$ cat config.mk
export PLATFORM = sky130hd
export DESIGN_NAME = uart_tx_frame
export DESIGN_NICKNAME = d
export VERILOG_FILES = /design/src/rtl/uart_tx_frame.sv
export SDC_FILE = /design/constraint.sdc
export NUM_CORES = 1
export LEC_CHECK = 0
export ABC_AREA = 1
export CAP_MARGIN = 20
export CORE_UTILIZATION = 34
export CTS_CLUSTER_DIAMETER = 80
export DETAILED_ROUTE_END_ITERATION = 12
export GPL_TIMING_DRIVEN = 0
export PLACE_DENSITY = 0.58
export SYNTH_ARGS = -nofsm -noshare
export SYNTH_HDL_FRONTEND = slang
export SYNTH_SLANG_ARGS = --single-unit
$ cat constraint.sdc
create_clock -name Clock -period 4.1 [get_ports Clock]
set_input_delay 0.82 -clock Clock [delete_from_list [all_inputs] [get_ports Clock]]
set_output_delay 0.82 -clock Clock [all_outputs]
set_load 0.02 [all_outputs]
$ cat src/rtl/uart_tx_frame.sv
// UART transmitter with runtime word length, parity and stop-bit selection.
// Tick is a clock enable only; everything runs on Clock.
module uart_tx_frame #(
    parameter int MAX_BITS   = 8,
    parameter int OVERSAMPLE = 16,
    parameter int NB_W       = $clog2(MAX_BITS + 1)
) (
    input  logic                Clock,
    input  logic                Reset,
    input  logic                Tick,
    input  logic                Tx_valid,
    output logic                Tx_ready,
    input  logic [MAX_BITS-1:0] Message_in,
    input  logic [NB_W-1:0]     N_bits,
    input  logic [1:0]          Parity_mode,
    input  logic                Two_stop,
    output logic                Tx_out,
    output logic                Tx_busy,
    output logic                Tx_done
);

    localparam int CW = (OVERSAMPLE > 1) ? $clog2(OVERSAMPLE) : 1;

    typedef enum logic [2:0] {IDLE, START, DATA, PARITY, STOP} state_t;

    state_t              state_q, state_d;
    logic [CW-1:0]       tick_q, tick_d;
    logic [NB_W-1:0]     bit_q, bit_d;
    logic [NB_W-1:0]     nbits_q, nbits_d;
    logic [MAX_BITS-1:0] shift_q, shift_d;
    logic                par_en_q, par_en_d;
    logic                par_q, par_d;
    logic                two_q, two_d;
    logic                tx_q, tx_d;
    logic                done_q, done_d;

    logic                accept;
    logic                bit_end;
    logic [NB_W-1:0]     nb_eff;
    logic                par_calc;

    assign accept  = Tx_valid && (state_q == IDLE);
    assign bit_end = Tick && (tick_q == CW'(OVERSAMPLE - 1));

    // Out-of-range word lengths fall back to the full width.
    always_comb begin
        nb_eff = N_bits;
        if (N_bits == '0 || N_bits > NB_W'(MAX_BITS))
            nb_eff = NB_W'(MAX_BITS);
    end

    always_comb begin
        par_calc = 1'b0;
        for (int i = 0; i < MAX_BITS; i++)
            if (NB_W'(i) < nb_eff)
                par_calc = par_calc ^ Message_in[i];
        if (Parity_mode == 2'b10)
            par_calc = ~par_calc;
    end

    always_ff @(posedge Clock or posedge Reset) begin
        if (Reset) begin
            state_q  <= IDLE;
            tick_q   <= '0;
            bit_q    <= '0;
            nbits_q  <= '0;
            shift_q  <= '0;
            par_en_q <= 1'b0;
            par_q    <= 1'b0;
            two_q    <= 1'b0;
            tx_q     <= 1'b1;
            done_q   <= 1'b0;
        end else begin
            state_q  <= state_d;
            tick_q   <= tick_d;
            bit_q    <= bit_d;
            nbits_q  <= nbits_d;
            shift_q  <= shift_d;
            par_en_q <= par_en_d;
            par_q    <= par_d;
            two_q    <= two_d;
            tx_q     <= tx_d;
            done_q   <= done_d;
        end
    end

    always_comb begin
        state_d  = state_q;
        tick_d   = tick_q;
        bit_d    = bit_q;
        nbits_d  = nbits_q;
        shift_d  = shift_q;
        par_en_d = par_en_q;
        par_d    = par_q;
        two_d    = two_q;
        tx_d     = tx_q;
        done_d   = 1'b0;

        if (state_q != IDLE && Tick)
            tick_d = bit_end ? '0 : tick_q + CW'(1);

        case (state_q)
            IDLE: begin
                tx_d = 1'b1;
                if (accept) begin
                    state_d  = START;
                    tx_d     = 1'b0;
                    tick_d   = '0;
                    bit_d    = '0;
                    nbits_d  = nb_eff;
                    shift_d  = Message_in;
                    par_en_d = (Parity_mode == 2'b01) || (Parity_mode == 2'b10);
                    par_d    = par_calc;
                    two_d    = Two_stop;
                end
            end
            START: begin
                if (bit_end) begin
                    state_d = DATA;
                    tx_d    = shift_q[0];
                    bit_d   = '0;
                end
            end
            DATA: begin
                if (bit_end) begin
                    if (bit_q == nbits_q - NB_W'(1)) begin
                        bit_d = '0;
                        if (par_en_q) begin
                            state_d = PARITY;
                            tx_d    = par_q;
                        end else begin
                            state_d = STOP;
                            tx_d    = 1'b1;
                        end
                    end else begin
                        shift_d = shift_q >> 1;
                        tx_d    = shift_d[0];
                        bit_d   = bit_q + NB_W'(1);
                    end
                end
            end
            PARITY: begin
                if (bit_end) begin
                    state_d = STOP;
                    tx_d    = 1'b1;
                    bit_d   = '0;
                end
            end
            STOP: begin
                // bit_q counts stop bits already sent.
                if (bit_end) begin
                    if (two_q && bit_q == '0) begin
                        bit_d = NB_W'(1);
                    end else begin
                        state_d = IDLE;
                        tx_d    = 1'b1;
                        done_d  = 1'b1;
                        bit_d   = '0;
                    end
                end
            end
            default: begin
                state_d = IDLE;
                tx_d    = 1'b1;
            end
        endcase
    end

    assign Tx_out   = tx_q;
    assign Tx_ready = (state_q == IDLE);
    assign Tx_busy  = (state_q != IDLE);
    assign Tx_done  = done_q;

endmodule

# Word level (Yosys, flattened, before mapping)
# Cells that the tools add are included.
totals:
  register_bits: 28
  in_bits: 19
  out_inout_bits: 4
op_classes:
  add_sub_neg: 3
  muxes: 46
  n_bitwise: 8
  n_eq_ne: 17
  n_lt_le_gt_ge: 9
  n_reduce_logical: 18
op_table:
  columns: ["operator", "n"]
  rows:
  - ["two-way mux 4 bit", 10]
  - ["two-way mux 3 bit", 8]
  - ["two-way mux 8 bit", 3]
  - ["two-way mux 1 bit", 21]
  - ["< comparator 3 x 4 -> 1 bit, first input constant", 4]
  - ["case mux 4 bit (4 select lines)", 1]
  - ["case mux 8 bit (2 select lines)", 1]
  - ["case mux 3 bit (5 select lines)", 1]
  - ["!= test 2 bit, second input constant", 7]
  - ["AND reduction 5 bit", 2]
  - ["adder 4 x 1 -> 4 bit, second input constant", 2]
  - ["zero test 4 bit", 2]
  - ["< comparator 1 x 4 -> 1 bit, first input constant", 2]
  - ["< comparator 2 x 4 -> 1 bit, first input constant", 2]
  - ["AND reduction 7 bit", 1]
  - ["bitwise XOR 1 bit", 7]
  - ["== test 3 x 2 -> 1 bit, second input constant", 2]
  - ["case mux 1 bit (5 select lines)", 1]
  - ["== test 4 bit", 1]
  - ["== test 4 bit, second input constant", 1]
  - ["greater-than comparator 4 bit, second input constant", 1]
  - ["logical AND 1 bit", 4]
  - ["!= test 2 x 1 -> 1 bit, second input constant", 2]
  - ["AND reduction 4 bit", 1]
  - ["other kinds (13)", 14]

# Depth between registers and ports, before layout
# Gate-level depths: netlist of run 1.
logic_depth:
  depth_word: 21
  depth_mapped: 13
  depth_no_buf: 13

# Least setup slack after synthesis of run 1
# OpenSTA, ideal clock, no wires.
synth_path:
  kind: "input-to-reg"
  from: "input port N_bits[3]"
  to: "register par_q"
  t_arrival_ns: 1.682
  path_slack_ns: 2.301
  cell_stages: 12
  n_path_buf: 0
  path_cell_list: "inv_1 > nand3_1 > a21oi_1 > nand3_1 > nand2_1 > nand2_1 > nand2_1 > nand2_1 > nand2_1 > nand2_1 > nand3_1 > nand2_1"
synth_via:
  elab_chain_cells: 21
synth_lines:
  columns: ["element", "line", "source"]
  rows:
  - ["start: declaration", "14", "input logic [NB_W-1:0] N_bits,"]
  - ["greater-than comparator 4 bit or zero test 4 bit (tied branches)", "48", "if (N_bits == '0 || N_bits > NB_W'(MAX_BITS))"]
  - ["logical OR 1 bit", "48", null]
  - ["two-way mux 4 bit (*)", "48", null]
  - ["< comparator 1 x 4 -> 1 bit", "55", "if (NB_W'(i) < nb_eff)"]
  - ["two-way mux 1 bit", "55", null]
  - ["bitwise XOR 1 bit", "56", "par_calc = par_calc ^ Message_in[i];"]
  - ["two-way mux 1 bit", "55", null]
  - ["bitwise XOR 1 bit", "56", null]
  - ["[5 not listed]", null, null]
  - ["bitwise XOR 1 bit", "56", null]
  - ["two-way mux 1 bit", "55", null]
  - ["bitwise XOR 1 bit", "56", null]
  - ["two-way mux 1 bit", "55", null]
  - ["bitwise XOR 1 bit", "56", null]
  - ["two-way mux 1 bit (*)", "55", null]
  - ["NOT 1 bit", "58", "par_calc = ~par_calc;"]
  - ["two-way mux 1 bit (*)", "57", "if (Parity_mode == 2'b10)"]
  - ["end signal: assignment", "80", "par_q <= par_d;"]
  - ["end: declaration", "32", "logic par_q, par_d;"]
# Mark *: on every way between the ends. The rest lies on a longest branch, timed or not.
# A chain may end at the register's enable or synchronous reset.

# Final worst setup path of run 1
layout_path:
  from: "register state_q[1]"
  to: "output port Tx_ready"
layout_via:
  elab_chain_cells: 1
layout_lines:
  columns: ["element", "line", "source"]
  rows:
  - ["start: declaration", "26", "state_t state_q, state_d;"]
  - ["start signal: assignment", "74", "state_q <= state_d;"]
  - ["zero test 3 bit", "170", "assign Tx_ready = (state_q == IDLE);"]
  - ["end: declaration", "12", "output logic Tx_ready,"]
# Every way passes these cells.

==> results of run 1 <==
critical path: cells and delay by family, from the launching register on:
| family | cells | cell delay, ns |
|---|---|---|
| buf+inv | 2 | 0.75 |
| simple gates | 2 | 0.21 |
| flops | 1 | 0.41 |
state kept, by name (all words and copies together), names as in the netlist:
signal	flops
Tx_done	1
Tx_out	1
bit_q	4
nbits_q	4
par_en_q	1
par_q	1
shift_q	8
state_q	3
tick_q	4
two_q	1
path summary, 6_finish.rpt:
path                              endpoint
min in group asynchronous       state_q[1]
max in group asynchronous         bit_q[3]
worst min-delay path            shift_q[4]
worst max register to register  shift_q[2]
worst min register to register  shift_q[4]
worst max-delay path              Tx_ready
cell type report:
type,count,share of cell area [%]
timing repair buffer,23,11.27
inverter,33,5.748
buffer,3,1.423
multi-input combinational,181,43.14
sequential,28,31.93
clock buffer,4,2.504
tap,70,3.984
logic make-up (layout without fill, tap and decap cells):
group / count (synthesis) / after routing
and+or+nand+nor: 137 / 137
buffers and inverters: 36 / 63
AOI/OAI and AO/OA: 32 / 32
DFF: 28 / 28
xor gates and xnor gates: 7 / 7
adders and majority gates: 5 / 5
cells in the mapped netlist (2+ instances only):
library cell and instances:
o21ai_2 2, inv_1 27, nand2_4 3, xor2_1 3, nand2_2 2, nand2_1 73
inv_2 5, a21oi_2 2, nor2_2 3, nand3_1 28, nand4_1 8, ha_1 5
o21ai_1 3, xnor2_1 4, dfrtp_1 27, nor2_1 15, a21oi_1 6, o21ai_0 17
per-stage QoR:
step	setup WS, ns	cell area [um2]	instances	util [%]	power (mW)
finish	1.617	2198	342	43.04	1.449
global route	1.546	2198	342	43.04	1.605
CTS	1.605	2198	342	43.04	1.471
detailed placement	1.609	2143	338	41.96	1.294
global placement	1.635	2116	337	41.43	1.276
floorplan	2.301	1808	245	-	1.085
per-layer routing:
layer	share of wire, %	track usage, %	vias to the layer above
met5	0	0	-
met4	0.57	3.145	0
met3	1.9	2.008	2
met2	46	28.53	18
met1	51	20.97	717
li1	-	-	845
power groups by stage:
stage | Clock (mW) | Sequential [mW] | Combinational (mW)
after floorplan | 0 | 0.471 | 0.614
after global placement | 0 | 0.482 | 0.793
after detailed placement | 0 | 0.484 | 0.809
after CTS | 0.181 | 0.480 | 0.810
after global routing | 0.189 | 0.500 | 0.916
final | 0.175 | 0.481 | 0.793
==> results_dict.tcl, run 1 <==
set metrics [dict create \
    p_sw_mw 0.6548 \
    min_path_type "reg -> reg" \
    detail_route.wl_per_cell_um 11.38 \
    slew_headroom_pct 59.62 \
    drc 0 \
    switching_share_pct 45.18 \
    cp.arrival_ns 1.66 \
    viasPerCell 4.626 \
    p_clk_share_pct 12.1 \
    synth_flop_cell "dfrtp_1" \
    ys_top_cells_by_area "dfrtp_1 37%, nand2_1 15%, nand3_1 7.8%" \
    antenna_found_initial 0 \
    final_cell_mix "73 x nand2_1, 28 x nand3_1, 27 x dfrtp_1, 27 x inv_1, 22 x clkdlybuf4s50_1" \
    std_cell_rows 26 \
    crit_path_end_kind "output port" \
    worstSetupStartpoint "state_q[1]" \
    insertion_delay_ns 0.28 \
    globalRouteOverflowTotal 0 \
    dr_total_vias 1582 \
    postCtsSetupRepairBufs 0 \
    min_period_ns 2.483 \
    hpwl_um 3112 \
    yosysSeqAreaShare_pct 38.82 \
    peakVddDrop_mv 0.2581 \
    fin_setup_tns_ns 0 \
    place_congestion 0.7685 \
    cts_buffers 3 \
    dieArea_um2 5613 \
    grt_pass1_vias 1580 \
    synth_nets 269 \
    worst-setup-path-type "reg -> out" \
    grt_pass1_wl_um 6837 \
    die_width_um 74.92 \
    status "finished, final reports clean" \
    layout.nets 297 \
    synth_top_family_by_area "simple AND/OR/NAND/NOR gates" \
    p_int_mw 0.7945 \
    die_y_um 74.92 \
    synthArstFlopShare_pct 100.0 \
    numPortBuffers 22 \
    synth_adder_area_share_pct 3.460 \
    drtIter0Drc 58 \
    start_kind "flop" \
    synthSimpleGateAreaFrac_pct 35.16 \
    synth_top_area_share_pct 37.37 \
    max_cap_violations 0 \
    start_util_pct 35.40 \
    critPathSlowestCell "clkdlybuf4s50_1" \
    area_delta_synth_final_pct 21.59 \
    layout_commonest_cell "nand2_1" \
    n_antenna_cell 0 \
    r2r_start "nbits_q[0]" \
    rsz0062_at_grt "false" \
    routed_wl_um 3892 \
    crit_chain "inv_1 -> nand2_4 -> nor2_8 -> clkdlybuf4s50_1" \
    clkSinkCount 28 \
    tightest_slew_ns 0.6051 \
    synth_area_um2 1808 \
    fin_skew_ns 0.008192 \
    setup_viol 0 \
    synth_xor_area_share_pct 3.391 \
    ctsLongestPathBuffers 2 \
    ys_types 30 \
    hold_viol 0 \
    cpPeakStageDelay_ns 0.62 \
    p_leak_nw 1.101 \
    combPwrFrac_pct 54.7 \
    hold_path_depth 2 \
    powerDensity_nw_per_um2 659.2 \
    cts_resized 0 \
    synth_compound_area_share_pct 10.45 \
    seq_area_um2 701.9 \
    ctsHoldBuffers 0 \
    root_buffer "clkbuf_8" \
    ff2ff_setup_slack_ns 2.24 \
    grt_util_all_layers_pct 16.04 \
    ys_warn_count 0 \
    cts_tree "built" \
    fin_crit_sh_pct 60.56 \
    grt_max_degree 16 \
    fmax_mhz 402.7 \
    yosys.area.top_type "dfrtp_1" \
    cts_max_level 1 \
    syn_area_per_cell_um2 7.380 \
    required_ns 3.28 \
    drv_slew 0 \
    worstPathMaxFanout 4 \
    holdCritStartpoint "shift_q[4]" \
    core_area_um2 5107 \
    p_seq_share_pct 33.2 \
    synth-edff-count 0 \
    clk_pin_slew_ns 0.10 \
    io_pins 23 \
    rr_worst_depth 12 \
    synthMuxAreaShare_pct 0 \
    multi_input_area_um2 948.4 \
    postSynthCellCount 245 \
    drtAntennaViolNets 0 \
    ys_ff_latch 28 \
    fin_hold_ws_ns 0.4871 \
    firstDrtPassIters 4 \
    drive_gt1_share_pct 11.03 \
    fillCellCount 539 \
]
Power figures use the tool's default switching activity.
==> run 2, diff against run 1 <==
==> constraint.sdc (replaced) <==
create_clock -name Clock -period 2.3 [get_ports Clock]
set_input_delay 0.46 -clock Clock [delete_from_list [all_inputs] [get_ports Clock]]
set_output_delay 0.46 -clock Clock [all_outputs]
set_load 0.02 [all_outputs]
==> results of run 2 <==
Same layout as run 1 (identical final DEF). Status: finished, final reports clean.
Main changes from that run: setup slack after placement 1.609 ns -> 0.1693 ns; setup slack after layout 1.617 ns -> 0.1770 ns; register-to-register setup slack 2.24 ns -> 0.44 ns; total power 1.449 mW -> 2.583 mW; worst IR drop on VDD 0.2581 mV -> 0.4600 mV
